$ cat config.mk
export PLATFORM = sky130hd
export DESIGN_NAME = spi_tx_frame_feeder_flat
export DESIGN_NICKNAME = d
export VERILOG_FILES = /design/src/rtl/spi_phy_pkg.sv /design/src/rtl/spi_tx_frame_feeder_if.sv /design/src/rtl/byte_fifo_sync.sv /design/src/rtl/spi_tx_frame_feeder.sv /design/src/flat_wrapper.sv
export SDC_FILE = /design/constraint.sdc
export NUM_CORES = 1
export LEC_CHECK = 0
export ABC_AREA = 1
export BUFFER_PORTS_ARGS = -buffer_cell sky130_fd_sc_hd__buf_2
export CAP_MARGIN = 0
export CORE_ASPECT_RATIO = 1.4
export CORE_MARGIN = 4
export CORE_UTILIZATION = 53
export DETAILED_ROUTE_END_ITERATION = 6
export PLACE_DENSITY = 0.75
export SLEW_MARGIN = 0
export SYNTH_ARGS = -nofsm -noshare
export SYNTH_HDL_FRONTEND = slang
export SYNTH_HIERARCHICAL = 1
export SYNTH_SLANG_ARGS = --single-unit
$ cat constraint.sdc
create_clock -name clock -period 2.5 [get_ports clock]
set_clock_uncertainty 0.2 [all_clocks]
set_input_delay 0.75 -clock clock [delete_from_list [all_inputs] [get_ports clock]]
set_output_delay 0.75 -clock clock [all_outputs]
set_load 0.1 [all_outputs]
$ cat src/rtl/spi_phy_pkg.sv
`default_nettype none
// +----------------------------------------------------------------------+
// | spi_phy_pkg                                                          |
// | Shared encodings and widths for the SPI transmit feeder.             |
// | Revision: 1.0                                                        |
// +----------------------------------------------------------------------+
package spi_phy_pkg;

    localparam int MOMENT_W = 24;
    localparam int ENTRY_W  = 9;

    typedef enum logic [1:0] {
        ST_IDLE   = 2'd0,
        ST_STREAM = 2'd1,
        ST_DRAIN  = 2'd2,
        ST_FLUSH  = 2'd3
    } feed_state_t;

    function automatic logic entry_is_last(input logic [ENTRY_W-1:0] entry);
        return entry[ENTRY_W-1];
    endfunction

endpackage
`default_nettype wire

$ cat src/rtl/spi_tx_frame_feeder_if.sv
`default_nettype none
// +----------------------------------------------------------------------+
// | spi_tx_frame_feeder_if                                               |
// | Upstream byte stream plus transmitter write port of the feeder.      |
// | Revision: 1.0                                                        |
// +----------------------------------------------------------------------+
interface spi_tx_frame_feeder_if;
    import spi_phy_pkg::*;

    logic [7:0]          in_data;
    logic                in_last;
    logic                in_valid;
    logic                in_ready;
    logic [7:0]          send_data;
    logic                send_valid;
    logic [MOMENT_W-1:0] send_momment;
    logic                phy_room;

    modport master (
        output in_data, in_last, in_valid, phy_room,
        input  in_ready, send_data, send_valid, send_momment
    );

    modport slave (
        input  in_data, in_last, in_valid, phy_room,
        output in_ready, send_data, send_valid, send_momment
    );
endinterface
`default_nettype wire

$ cat src/rtl/byte_fifo_sync.sv
`default_nettype none
// +----------------------------------------------------------------------+
// | byte_fifo_sync                                                       |
// | Single-clock first-word-fall-through FIFO with occupancy count.      |
// | Revision: 1.0                                                        |
// +----------------------------------------------------------------------+
module byte_fifo_sync
    import spi_phy_pkg::*;
#(
    parameter int DEPTH = 16,
    parameter int WIDTH = ENTRY_W
) (
    input  logic                     clock,
    input  logic                     rst,
    input  logic                     wr_en,
    input  logic [WIDTH-1:0]         wr_data,
    input  logic                     rd_en,
    output logic [WIDTH-1:0]         rd_data,
    output logic [$clog2(DEPTH):0]   level,
    output logic                     full,
    output logic                     empty
);
    localparam int AW = $clog2(DEPTH);
    localparam logic [AW:0] PTR_ONE = (AW+1)'(1);

    logic [WIDTH-1:0] mem_q [DEPTH];
    logic [AW:0]      wr_ptr_q;
    logic [AW:0]      rd_ptr_q;
    logic             push;
    logic             pop;

    // Extra pointer bit distinguishes full from empty when the indices match
    assign level   = wr_ptr_q - rd_ptr_q;
    assign full    = (level == (AW+1)'(DEPTH));
    assign empty   = (wr_ptr_q == rd_ptr_q);
    assign push    = wr_en && !full;
    assign pop     = rd_en && !empty;
    assign rd_data = mem_q[rd_ptr_q[AW-1:0]];

    always_ff @(posedge clock or posedge rst) begin
        if (rst) begin
            wr_ptr_q <= '0;
            rd_ptr_q <= '0;
        end else begin
            if (push) wr_ptr_q <= wr_ptr_q + PTR_ONE;
            if (pop)  rd_ptr_q <= rd_ptr_q + PTR_ONE;
        end
    end

    always_ff @(posedge clock) begin
        if (push) mem_q[wr_ptr_q[AW-1:0]] <= wr_data;
    end

endmodule
`default_nettype wire

$ cat src/rtl/spi_tx_frame_feeder.sv
`default_nettype none
// +----------------------------------------------------------------------+
// | spi_tx_frame_feeder                                                  |
// | Gates buffered frame bytes into the SPI transmitter while CS is      |
// | active; optional counters under SPI_TX_FEED_STATS_EN.                |
// | Revision: 1.0                                                        |
// +----------------------------------------------------------------------+
module spi_tx_frame_feeder
    import spi_phy_pkg::*;
#(
    parameter int DEPTH  = 16,
    parameter int WR_GAP = 2
) (
    input  logic                   clock,
    input  logic                   rst,
    spi_tx_frame_feeder_if.slave   bus,
    input  logic [MOMENT_W-1:0]    cfg_momment,
    input  logic                   send_flag,
    output logic [$clog2(DEPTH):0] level,
    output logic                   frame_done,
    output logic                   frame_abort
`ifdef SPI_TX_FEED_STATS_EN
    ,
    output logic [15:0]            frame_cnt,
    output logic [15:0]            abort_cnt
`endif
);
    localparam int GAP_W = $clog2(WR_GAP + 2);

    feed_state_t         state_q, state_d;
    logic                flag_q;
    logic [GAP_W-1:0]    gap_q, gap_d;
    logic [7:0]          data_q, data_d;
    logic                valid_q, valid_d;
    logic [MOMENT_W-1:0] mom_q, mom_d;
    logic                done_q, done_d;
    logic                abort_q, abort_d;

    logic                pop;
    logic                fifo_full;
    logic                fifo_empty;
    logic [ENTRY_W-1:0]  fifo_dout;
    logic                rise;
    logic                fall;

    byte_fifo_sync #(
        .DEPTH (DEPTH),
        .WIDTH (ENTRY_W)
    ) u_fifo (
        .clock   (clock),
        .rst     (rst),
        .wr_en   (bus.in_valid),
        .wr_data ({bus.in_last, bus.in_data}),
        .rd_en   (pop),
        .rd_data (fifo_dout),
        .level   (level),
        .full    (fifo_full),
        .empty   (fifo_empty)
    );

    assign rise = send_flag && !flag_q;
    assign fall = !send_flag && flag_q;

    assign bus.in_ready     = !fifo_full;
    assign bus.send_data    = data_q;
    assign bus.send_valid   = valid_q;
    assign bus.send_momment = mom_q;
    assign frame_done       = done_q;
    assign frame_abort      = abort_q;

    always_ff @(posedge clock or posedge rst) begin
        if (rst) begin
            state_q <= ST_IDLE;
            flag_q  <= 1'b0;
            gap_q   <= '0;
            data_q  <= '0;
            valid_q <= 1'b0;
            mom_q   <= '0;
            done_q  <= 1'b0;
            abort_q <= 1'b0;
        end else begin
            state_q <= state_d;
            flag_q  <= send_flag;
            gap_q   <= gap_d;
            data_q  <= data_d;
            valid_q <= valid_d;
            mom_q   <= mom_d;
            done_q  <= done_d;
            abort_q <= abort_d;
        end
    end

    always_comb begin
        state_d = state_q;
        gap_d   = (gap_q != '0) ? gap_q - GAP_W'(1) : gap_q;
        data_d  = data_q;
        valid_d = 1'b0;
        mom_d   = mom_q;
        done_d  = 1'b0;
        abort_d = 1'b0;
        pop     = 1'b0;
        case (state_q)
            ST_IDLE: begin
                if (rise) begin
                    mom_d   = cfg_momment;
                    state_d = ST_STREAM;
                end
            end
            ST_STREAM: begin
                // Chip-select loss wins over a same-cycle issue
                if (fall) begin
                    abort_d = 1'b1;
                    state_d = ST_FLUSH;
                end else if (!fifo_empty && bus.phy_room && (gap_q == '0)) begin
                    pop     = 1'b1;
                    data_d  = fifo_dout[7:0];
                    valid_d = 1'b1;
                    gap_d   = GAP_W'(WR_GAP);
                    if (entry_is_last(fifo_dout)) state_d = ST_DRAIN;
                end
            end
            ST_DRAIN: begin
                if (fall) begin
                    done_d  = 1'b1;
                    state_d = ST_IDLE;
                end
            end
            ST_FLUSH: begin
                if (!fifo_empty) begin
                    pop = 1'b1;
                    if (entry_is_last(fifo_dout)) state_d = ST_IDLE;
                end
            end
            default: state_d = ST_IDLE;
        endcase
    end

`ifdef SPI_TX_FEED_STATS_EN
    logic [15:0] frame_cnt_q;
    logic [15:0] abort_cnt_q;

    always_ff @(posedge clock or posedge rst) begin
        if (rst) begin
            frame_cnt_q <= '0;
            abort_cnt_q <= '0;
        end else begin
            if (done_q)  frame_cnt_q <= frame_cnt_q + 16'd1;
            if (abort_q) abort_cnt_q <= abort_cnt_q + 16'd1;
        end
    end

    assign frame_cnt = frame_cnt_q;
    assign abort_cnt = abort_cnt_q;
`endif

endmodule
`default_nettype wire
$ cat src/flat_wrapper.sv
// flat-port wrapper written by rule: the top's interface ports become plain ports
module spi_tx_frame_feeder_flat import spi_phy_pkg::*;
#(
    parameter int DEPTH  = 16,
    parameter int WR_GAP = 2
)
  (clock, rst, cfg_momment, send_flag, level, frame_done, frame_abort, bus_in_data, bus_in_last, bus_in_valid, bus_phy_room, bus_in_ready, bus_send_data, bus_send_valid, bus_send_momment);
  spi_tx_frame_feeder_if bus_i ();
  input  logic clock;
  input  logic rst;
  input  logic [MOMENT_W-1:0] cfg_momment;
  input  logic send_flag;
  output logic [$clog2(DEPTH):0] level;
  output logic frame_done;
  output logic frame_abort;
  input wire logic [$bits(bus_i.in_data)-1:0] bus_in_data;
  input wire logic [$bits(bus_i.in_last)-1:0] bus_in_last;
  input wire logic [$bits(bus_i.in_valid)-1:0] bus_in_valid;
  input wire logic [$bits(bus_i.phy_room)-1:0] bus_phy_room;
  output wire logic [$bits(bus_i.in_ready)-1:0] bus_in_ready;
  output wire logic [$bits(bus_i.send_data)-1:0] bus_send_data;
  output wire logic [$bits(bus_i.send_valid)-1:0] bus_send_valid;
  output wire logic [$bits(bus_i.send_momment)-1:0] bus_send_momment;
  assign bus_i.in_data = bus_in_data;
  assign bus_i.in_last = bus_in_last;
  assign bus_i.in_valid = bus_in_valid;
  assign bus_i.phy_room = bus_phy_room;
  assign bus_in_ready = bus_i.in_ready;
  assign bus_send_data = bus_i.send_data;
  assign bus_send_valid = bus_i.send_valid;
  assign bus_send_momment = bus_i.send_momment;
  spi_tx_frame_feeder #(.DEPTH(DEPTH), .WR_GAP(WR_GAP)) u_core (.clock(clock), .rst(rst), .bus(bus_i), .cfg_momment(cfg_momment), .send_flag(send_flag), .level(level), .frame_done(frame_done), .frame_abort(frame_abort));
endmodule
==> flow_summary.rst, run 1 <==
.. list-table::
   :header-rows: 1

   * - Metric
     - Value
   * - Number of synthesized flops with an enable pin
     - 144
   * - Total congestion overflow after global routing
     - 0
   * - Post-synthesis async set-or-reset flop share
     - 25.8%
   * - Failing checks
     - negative setup slack
   * - Worst rel slew slack
     - 49.6%
   * - Initial cell density of the core
     - 54.4%
   * - Pin count of the biggest net entering global routing
     - 76
   * - Worst setup slack after layout
     - -0.689 ns
   * - Number of antenna-violating nets in the routed design
     - 0
   * - Clock sink count
     - 194
   * - Setup repair after global routing missed its margin
     - yes
   * - Top FF cell, synth
     - sky130_fd_sc_hd__edfxtp_1
   * - WL per Instance
     - around 19 µm
   * - Endpoint of the most critical register-to-register path
     - u_core/u_fifo/mem_q[0][2]$_DFFE_PP_
   * - Wire length of the first global-routing pass
     - 32000 µm
   * - Share of synthesized area spent on multiplexers
     - 4.20%
   * - Filler cells
     - 973
   * - Worst slack at placement
     - -0.316 ns
   * - Critical path's most frequent cell
     - sky130_fd_sc_hd__inv_2
   * - CTS Root Cell
     - sky130_fd_sc_hd__clkbuf_16
   * - Max Fanout on Critical Path
     - 2
   * - Endpoint arrival time on the critical path
     - 2.24 ns
   * - Standard-cell rows
     - 53
   * - Length in cells of the worst reg-to-reg path
     - 17
   * - Sort of element at the start of the critical path
     - flop
   * - Drt first-iter violations
     - around 500
   * - Routability cong.
     - 0.861
   * - Class of the most critical setup path
     - flop to output port
   * - Cell-by-cell listing of the critical path
     - ha_4 -> inv_4 -> fa_2 -> or2_1 -> nor2_2 -> nand3_4 -> inv_2 -> inv_2 -> buf_12
   * - Clock buffers created by TritonCTS
     - 17
   * - Mean number of vias per cell
     - 5.66
   * - Maximum clock frequency
     - 314 MHz
   * - Initial antenna violation count
     - 0
   * - Placed wire-length estimate
     - 12300 µm
   * - Ratio of cells with drive above 1 in the final layout
     - 30.1%
   * - Clock transition at the registers of the reported paths
     - approximately 0.08 ns
   * - Flop and latch count out of synthesis
     - 194
   * - Worst hold path type
     - input pin to asynchronous set/reset pin
   * - TritonCTS clock tree
     - done
   * - Sequential cell area fraction in the yosys report
     - 67.8%
   * - Die span in y
     - 155 µm
   * - Status
     - complete, but fails checks
   * - Simple logic cell fraction of the synthesized area
     - 13.7%
   * - Final critical delay including setup and external delays
     - 3.19 ns
   * - Biggest cell delay along the critical path
     - roughly 0.44 ns
   * - Final clock period utilization by the worst path
     - 128%
   * - Worst-Margin Slew
     - roughly 0.76 ns
   * - XOR/XNOR share of the synthesized area
     - 0.852%
   * - Synth Net Count
     - 752
   * - Kind of capture point of the worst setup path
     - output port
   * - Number of diodes added for antenna fixing
     - 0
   * - Yosys synthesis warning count
     - 6
   * - IO Port Bufs
     - 78
   * - Number of global-route vias before repair
     - 6076
   * - Data required time at the worst endpoint
     - 1.55 ns
   * - Overall routing resource usage
     - 23.4%
   * - Count of unique library cells instantiated by Yosys
     - 28
   * - Core region area
     - approximately 0.015 mm²
   * - Total wire length
     - 20200 µm
   * - Count of nets after finishing
     - 889
   * - Die outline width
     - approximately 110 µm
   * - Avg Cell Area, Syn
     - 11.7 µm²
   * - Die outline area
     - 0.0176 mm²
   * - Share of Yosys cell area claimed by the top area cell type
     - 52.6%
   * - Cell types occupying the most area after synthesis
     - sky130_fd_sc_hd__edfxtp_1 53%, sky130_fd_sc_hd__dfrtp_1 15%, sky130_fd_sc_hd__nor2_1 5.7%
   * - Largest family of logic cells by synthesized area
     - simple AND/OR/NAND/NOR gates
   * - Detailed-router iteration count before antenna repair
     - 5
   * - Setup Viol. Count Final
     - roughly 160
   * - Post-Route Setup TNS
     - -52.58 ns
   * - # IOs
     - 79
   * - Source-to-sink clock delay at the later pin of the worst-skew pair
     - 0.43 ns
   * - Area share of fa/ha/maj cells after synthesis
     - 1.61%
   * - Top cell type by total area after synthesis
     - sky130_fd_sc_hd__edfxtp_1
   * - Compound-Gate Fraction of Synth Area
     - between 7 and 8%
   * - R2R Path Start
     - u_core/u_fifo/wr_ptr_q[0]$_DFFE_PP0P_
   * - Cell area after synthesis
     - a little over 0.008 mm²
   * - Final Core Density
     - 70.0%
   * - Most numerous cell in the Yosys netlist
     - sky130_fd_sc_hd__edfxtp_1
   * - Number of slew-limit violations in the final report
     - 0
   * - H-tree depth
     - 4
   * - Synth-to-layout area growth
     - 28.7%
   * - List of most frequent post-synthesis cells
     - 144 x sky130_fd_sc_hd__edfxtp_1, 124 x sky130_fd_sc_hd__nor2_1, 120 x sky130_fd_sc_hd__nand2_1
   * - Maximum buffer depth of the clock tree
     - 2
   * - Slowest cell on the critical path
     - sky130_fd_sc_hd__dfrtp_2
   * - Mapped Cells
     - between 700 and 800
   * - Vias
     - between 5000 and 6000
   * - Final hold vios
     - 0
   * - FF-to-FF setup slack
     - -0.52 ns
   * - Residual DRC count
     - 0
   * - Max-cap violations
     - 0
critical path, delay by kind of cell, from the launching register on:
family / cells / cell delay [ns]
buf+inv: 4 / 0.30
fa+ha+maj: 2 / 0.61
flops: 1 / 0.44
simple gates: 3 / 0.46
timing repair:
item                       CTS  global route
pin swaps                    7            18
hold buffers                 0             0
resized for setup           24            27
buffers inserted            12            10
cloned                       5             1
setup endpoints to repair  154           170
cells in the final DEF, fill, tap and decap left out, drive strengths merged:
| master | n |
|---|---|
| clkinv | 4 |
| nand3b | 1 |
| mux2 | 24 |
| edfxtp | 144 |
| nor2 | 126 |
| o21ai | 75 |
| nor3 | 1 |
| clkinvlp | 3 |
| nand2 | 122 |
| ha | 9 |
| or2 | 2 |
| inv | 49 |
| o211ai | 18 |
| a21oi | 3 |
| dfrtp | 50 |
| xor2 | 8 |
| nand3 | 26 |
| o22ai | 18 |
| fa | 1 |
| clkbuf | 23 |
| buf | 147 |
worst max path at each step:
| stage | start | to | slack, ns | depth (start not counted) |
|---|---|---|---|---|
| after floorplan | u_core/u_fifo/wr_ptr_q[0]$_DFFE_PP0P_ | bus_in_ready | -0.83 | 9 |
| after global placement | u_core/u_fifo/wr_ptr_q[0]$_DFFE_PP0P_ | bus_in_ready | -0.26 | 13 |
| after detailed placement | u_core/u_fifo/wr_ptr_q[0]$_DFFE_PP0P_ | bus_in_ready | -0.32 | 13 |
| after CTS | u_core/u_fifo/wr_ptr_q[0]$_DFFE_PP0P_ | level[4] | -0.66 | 12 |
| after global routing | u_core/u_fifo/wr_ptr_q[0]$_DFFE_PP0P_ | bus_in_ready | -0.76 | 10 |
| final | u_core/u_fifo/rd_ptr_q[0]$_DFFE_PP0P_ | bus_in_ready | -0.69 | 9 |
state kept, by name, summed over array words and instances (netlist names):
signal                   cells
u_core/bus.send_data         8
u_core/bus.send_momment     24
u_core/bus.send_valid        1
u_core/flag_q                1
u_core/frame_abort           1
u_core/frame_done            1
u_core/gap_q                 2
u_core/state_q               2
u_core/u_fifo/mem_q        144
u_core/u_fifo/rd_ptr_q       5
u_core/u_fifo/wr_ptr_q       5
stage by stage:
stage,area [µm²],cells,hold WS (ns)
final,10600,1046,0.109
after global routing,10600,1046,0.141
after CTS,10500,1040,0.111
after detailed placement,9550,991,0.252
after global placement,9550,991,0.240
after floorplan,8450,704,0.224
cell type report:
class / count / area, µm² / share of cell area (%)
inverters: 44 / 178 / 1.68
repair buffers: 150 / 1410 / 13.3
clock buffers: 20 / 458 / 4.33
clock inverters: 12 / 109 / 1.03
well taps: 192 / 240 / 2.27
multi-input cells: 434 / 2620 / 24.7
flip-flops and latches: 194 / 5580 / 52.7
logic make-up after synthesis:
family / after synthesis
adder cells (fa/ha/maj): 10
multiplexers: 24
flip-flops: 194
buffers and inverters: 76
AO/OA/AOI/OAI: 114
XOR/XNOR: 8
AND/OR/NAND/NOR: 278
routing by layer:
layer,GRT usage [%],wire [µm],vias to the layer above
met5,0,0,-
met1,27.2,7360,2880
met2,43.5,11000,285
met4,7.90,600,0
li1,-,-,2702
met3,3.97,1240,54
Power of run 1 is not shown: default switching activity piles up to over one toggle a cycle in this logic, so the estimate is an artifact.
==> run 2, diff against run 1 <==
--- a/config.mk
+++ b/config.mk
@@ -12,7 +12,8 @@
 export CORE_MARGIN = 4
 export CORE_UTILIZATION = 53
 export DETAILED_ROUTE_END_ITERATION = 6
-export PLACE_DENSITY = 0.75
+export PLACE_DENSITY = 0.8
+export RECOVER_POWER = 100
 export SLEW_MARGIN = 0
 export SYNTH_ARGS = -nofsm -noshare
 export SYNTH_HDL_FRONTEND = slang
==> run 2 against run 1 <==
Compared with the run above:
- design area decreased by 2.0%
- global-route usage shrank 1.4 points
- highest routed layer unchanged
- largest cell class unchanged
- cell count shrank 0.48%
- worst setup slack lost 0.032 ns
- the flow still finishes with violations (negative setup slack)
- non-clock buffer count is 8 lower
==> flow_summary.rst, run 2 (synthesized netlist as in run 1, its figures left out) <==
.. list-table::
   :header-rows: 1

   * - Metric
     - Value
   * - Setup repair after global routing missed its margin
     - yes
   * - Maximum clock frequency
     - 311 MHz (-0.98%)
   * - Wire length of the first global-routing pass
     - 30000 µm (-6.1%)
   * - Max-cap violations
     - 0 (unchanged)
   * - Source-to-sink clock delay at the later pin of the worst-skew pair
     - 0.44 ns (about the same)
   * - Number of antenna-violating nets in the routed design
     - 0 (unchanged)
   * - Cell-by-cell listing of the critical path
     - ha_4 -> inv_2 -> fa_2 -> or2_1 -> nor2_2 -> nand3_4 -> inv_2 -> inv_2 -> buf_12
   * - Slowest cell on the critical path
     - sky130_fd_sc_hd__fa_2
   * - Initial cell density of the core
     - 54.4% (unchanged)
   * - Filler cells
     - 978 (+0.51%)
   * - Count of nets after finishing
     - 884 (-0.56%)
   * - Buffers & Inverters on Critical Path
     - 4 (unchanged)
   * - Final critical delay including setup and external delays
     - 3.22 ns (+0.0317 ns)
   * - WL per Instance
     - 19.5 µm (+0.91%)
   * - Standard-cell rows
     - 53 (unchanged)
   * - Die outline area
     - 0.0176 mm² (unchanged)
   * - H-tree depth
     - 4 (unchanged)
   * - Combined flip-flop and latch cell area
     - 0.00558 mm² (unchanged)
   * - Core region area
     - 0.0151 mm² (unchanged)
   * - Sort of element at the start of the critical path
     - flop
   * - Max Fanout on Critical Path
     - 2 (unchanged)
   * - Vias
     - 5928 (+0.12%)
   * - Top library cells by usage in the layout, fill and taps aside
     - 144 x sky130_fd_sc_hd__edfxtp_1, 112 x sky130_fd_sc_hd__nand2_1, 109 x sky130_fd_sc_hd__nor2_1
   * - Worst hold path type
     - input pin to asynchronous set/reset pin
   * - Placed wire-length estimate
     - 11600 µm (-5.6%)
   * - Endpoint arrival time on the critical path
     - 2.27 ns (+0.03 ns)
   * - Die outline width
     - 113 µm (unchanged)
   * - CTS Root Cell
     - sky130_fd_sc_hd__clkbuf_16
   * - Failing checks
     - negative setup slack
   * - Mean number of vias per cell
     - 5.69 (+0.60%)
   * - # IOs
     - 79 (unchanged)
   * - Number of slew-limit violations in the final report
     - 0 (unchanged)
   * - Initial antenna violation count
     - 0 (unchanged)
   * - Worst setup slack after layout
     - -0.720 ns (-0.0317 ns)
   * - Area taken by multi-input logic gates
     - 0.00255 mm² (-2.7%)
   * - Residual DRC count
     - 0 (unchanged)
   * - Number of flip-flops in the largest register
     - 144 (unchanged)
   * - Most common library cell in the layout ignoring fill and taps
     - sky130_fd_sc_hd__edfxtp_1
   * - Final hold vios
     - 0 (unchanged)
   * - Biggest cell delay along the critical path
     - 0.45 ns (about the same)
   * - Clock sink count
     - 194 (unchanged)
   * - Setup Viol. Count Final
     - 165 (+0.61%)
   * - Number of diodes added for antenna fixing
     - 0 (unchanged)
   * - Die span in y
     - 155 µm (unchanged)
   * - Clock transition at the registers of the reported paths
     - 0.07 ns (about the same)
   * - Total wire length
     - 20300 µm (+0.43%)
   * - Clock buffers created by TritonCTS
     - 17 (unchanged)
   * - Kind of capture point of the worst setup path
     - output port
   * - Number of global-route vias before repair
     - 5920 (-2.6%)
   * - Worst-Margin Slew
     - 0.937 ns (+0.180 ns)
   * - Detailed-router iteration count before antenna repair
     - 5 (unchanged)
   * - IO Port Bufs
     - 78 (unchanged)
   * - Routability cong.
     - 0.862 (+0.15%)
   * - TritonCTS clock tree
     - done
   * - Ratio of cells with drive above 1 in the final layout
     - 25.4% (-4.7 points)
   * - Post-Route Setup TNS
     - -41.52 ns (+11.06 ns)
   * - Synth-to-layout area growth
     - 26.0%
   * - Critical path's top delay family
     - adder cells
   * - Hold-fix buffer count after cts
     - 0 (unchanged)
   * - Overall routing resource usage
     - 22.0% (-1.4 points)
   * - Total congestion overflow after global routing
     - 0 (unchanged)
   * - Critical path's most frequent cell
     - sky130_fd_sc_hd__inv_2
   * - Drt first-iter violations
     - 558 (+9.6%)
   * - Data required time at the worst endpoint
     - 1.55 ns (about the same)
   * - Final clock period utilization by the worst path
     - 129% (+1.3 points)
   * - Class of the most critical setup path
     - flop to output port
   * - Maximum buffer depth of the clock tree
     - 2 (unchanged)
   * - Status
     - complete, but fails checks
   * - Worst rel slew slack
     - 37.6% (-12 points)
   * - Pin count of the biggest net entering global routing
     - 76 (unchanged)
run 2: changes by cell type in the layout (fill, tap and decap cells not counted), sizes merged:
cell      delta
nor2         +3
bufbuf       +1
buf         -58
clkinvlp     -2
inv          +2
clkbuf      +49
run 2: layout make-up:
type,instances,area share (%)
clock buffer,20,4.34
tap,192,2.32
sequential,194,53.8
timing repair buffer,142,12.5
clock inverter,12,0.905
inverter,44,1.65
multi-input combinational,437,24.6
run 2: metrics by stage:
step / cell area, µm² / cells / hold WS (ns) / setup WS [ns] / utilization (%)
2_1_floorplan: 8450 / 704 / 0.224 / -0.830 / -
3_3_place_gp: 9470 / 983 / 0.245 / -0.256 / 62.6
3_5_place_dp: 9470 / 983 / 0.248 / -0.295 / 62.6
4_1_cts: 10300 / 1029 / 0.102 / -0.664 / 67.9
5_1_grt: 10400 / 1041 / 0.151 / -0.790 / 68.6
6_report: 10400 / 1041 / 0.0939 / -0.720 / 68.6
run 2: path summary, 6_finish.rpt:
path	start	end	slack [ns]	cells past startpoint
setup / recovery	u_core/u_fifo/rd_ptr_q[0]$_DFFE_PP0P_	bus_in_ready	-0.72	9
hold / removal	rst	u_core/u_fifo/rd_ptr_q[3]$_DFFE_PP0P_	0.09	2
setup reg to reg	u_core/u_fifo/wr_ptr_q[0]$_DFFE_PP0P_	u_core/u_fifo/mem_q[1][3]$_DFFE_PP_	-0.39	16
hold reg to reg	u_core/gap_q[0]$_DFF_PP0_	u_core/gap_q[0]$_DFF_PP0_	0.26	1
max in group asynchronous	rst	u_core/bus.send_momment[1]$_DFFE_PP0P_	1.12	3
min in group clock	u_core/gap_q[0]$_DFF_PP0_	u_core/gap_q[0]$_DFF_PP0_	0.26	1
run 2: metal layers:
metal	part of all wire, %	track usage (%)	vias to the layer above
li1	-	-	2690
met1	37	25.8	2873
met2	53	39.1	297
met3	6.6	3.97	68
met4	3.7	10.3	0
met5	0	0	-
run 2: timing repair:
action,4_1_cts,5_1_grt
gates resized for setup,19,26
setup endpoints to repair,154,169
cloned,5,3
pin swaps,11,17
buffers inserted,10,17
Power of run 2 is left out for the same reason.
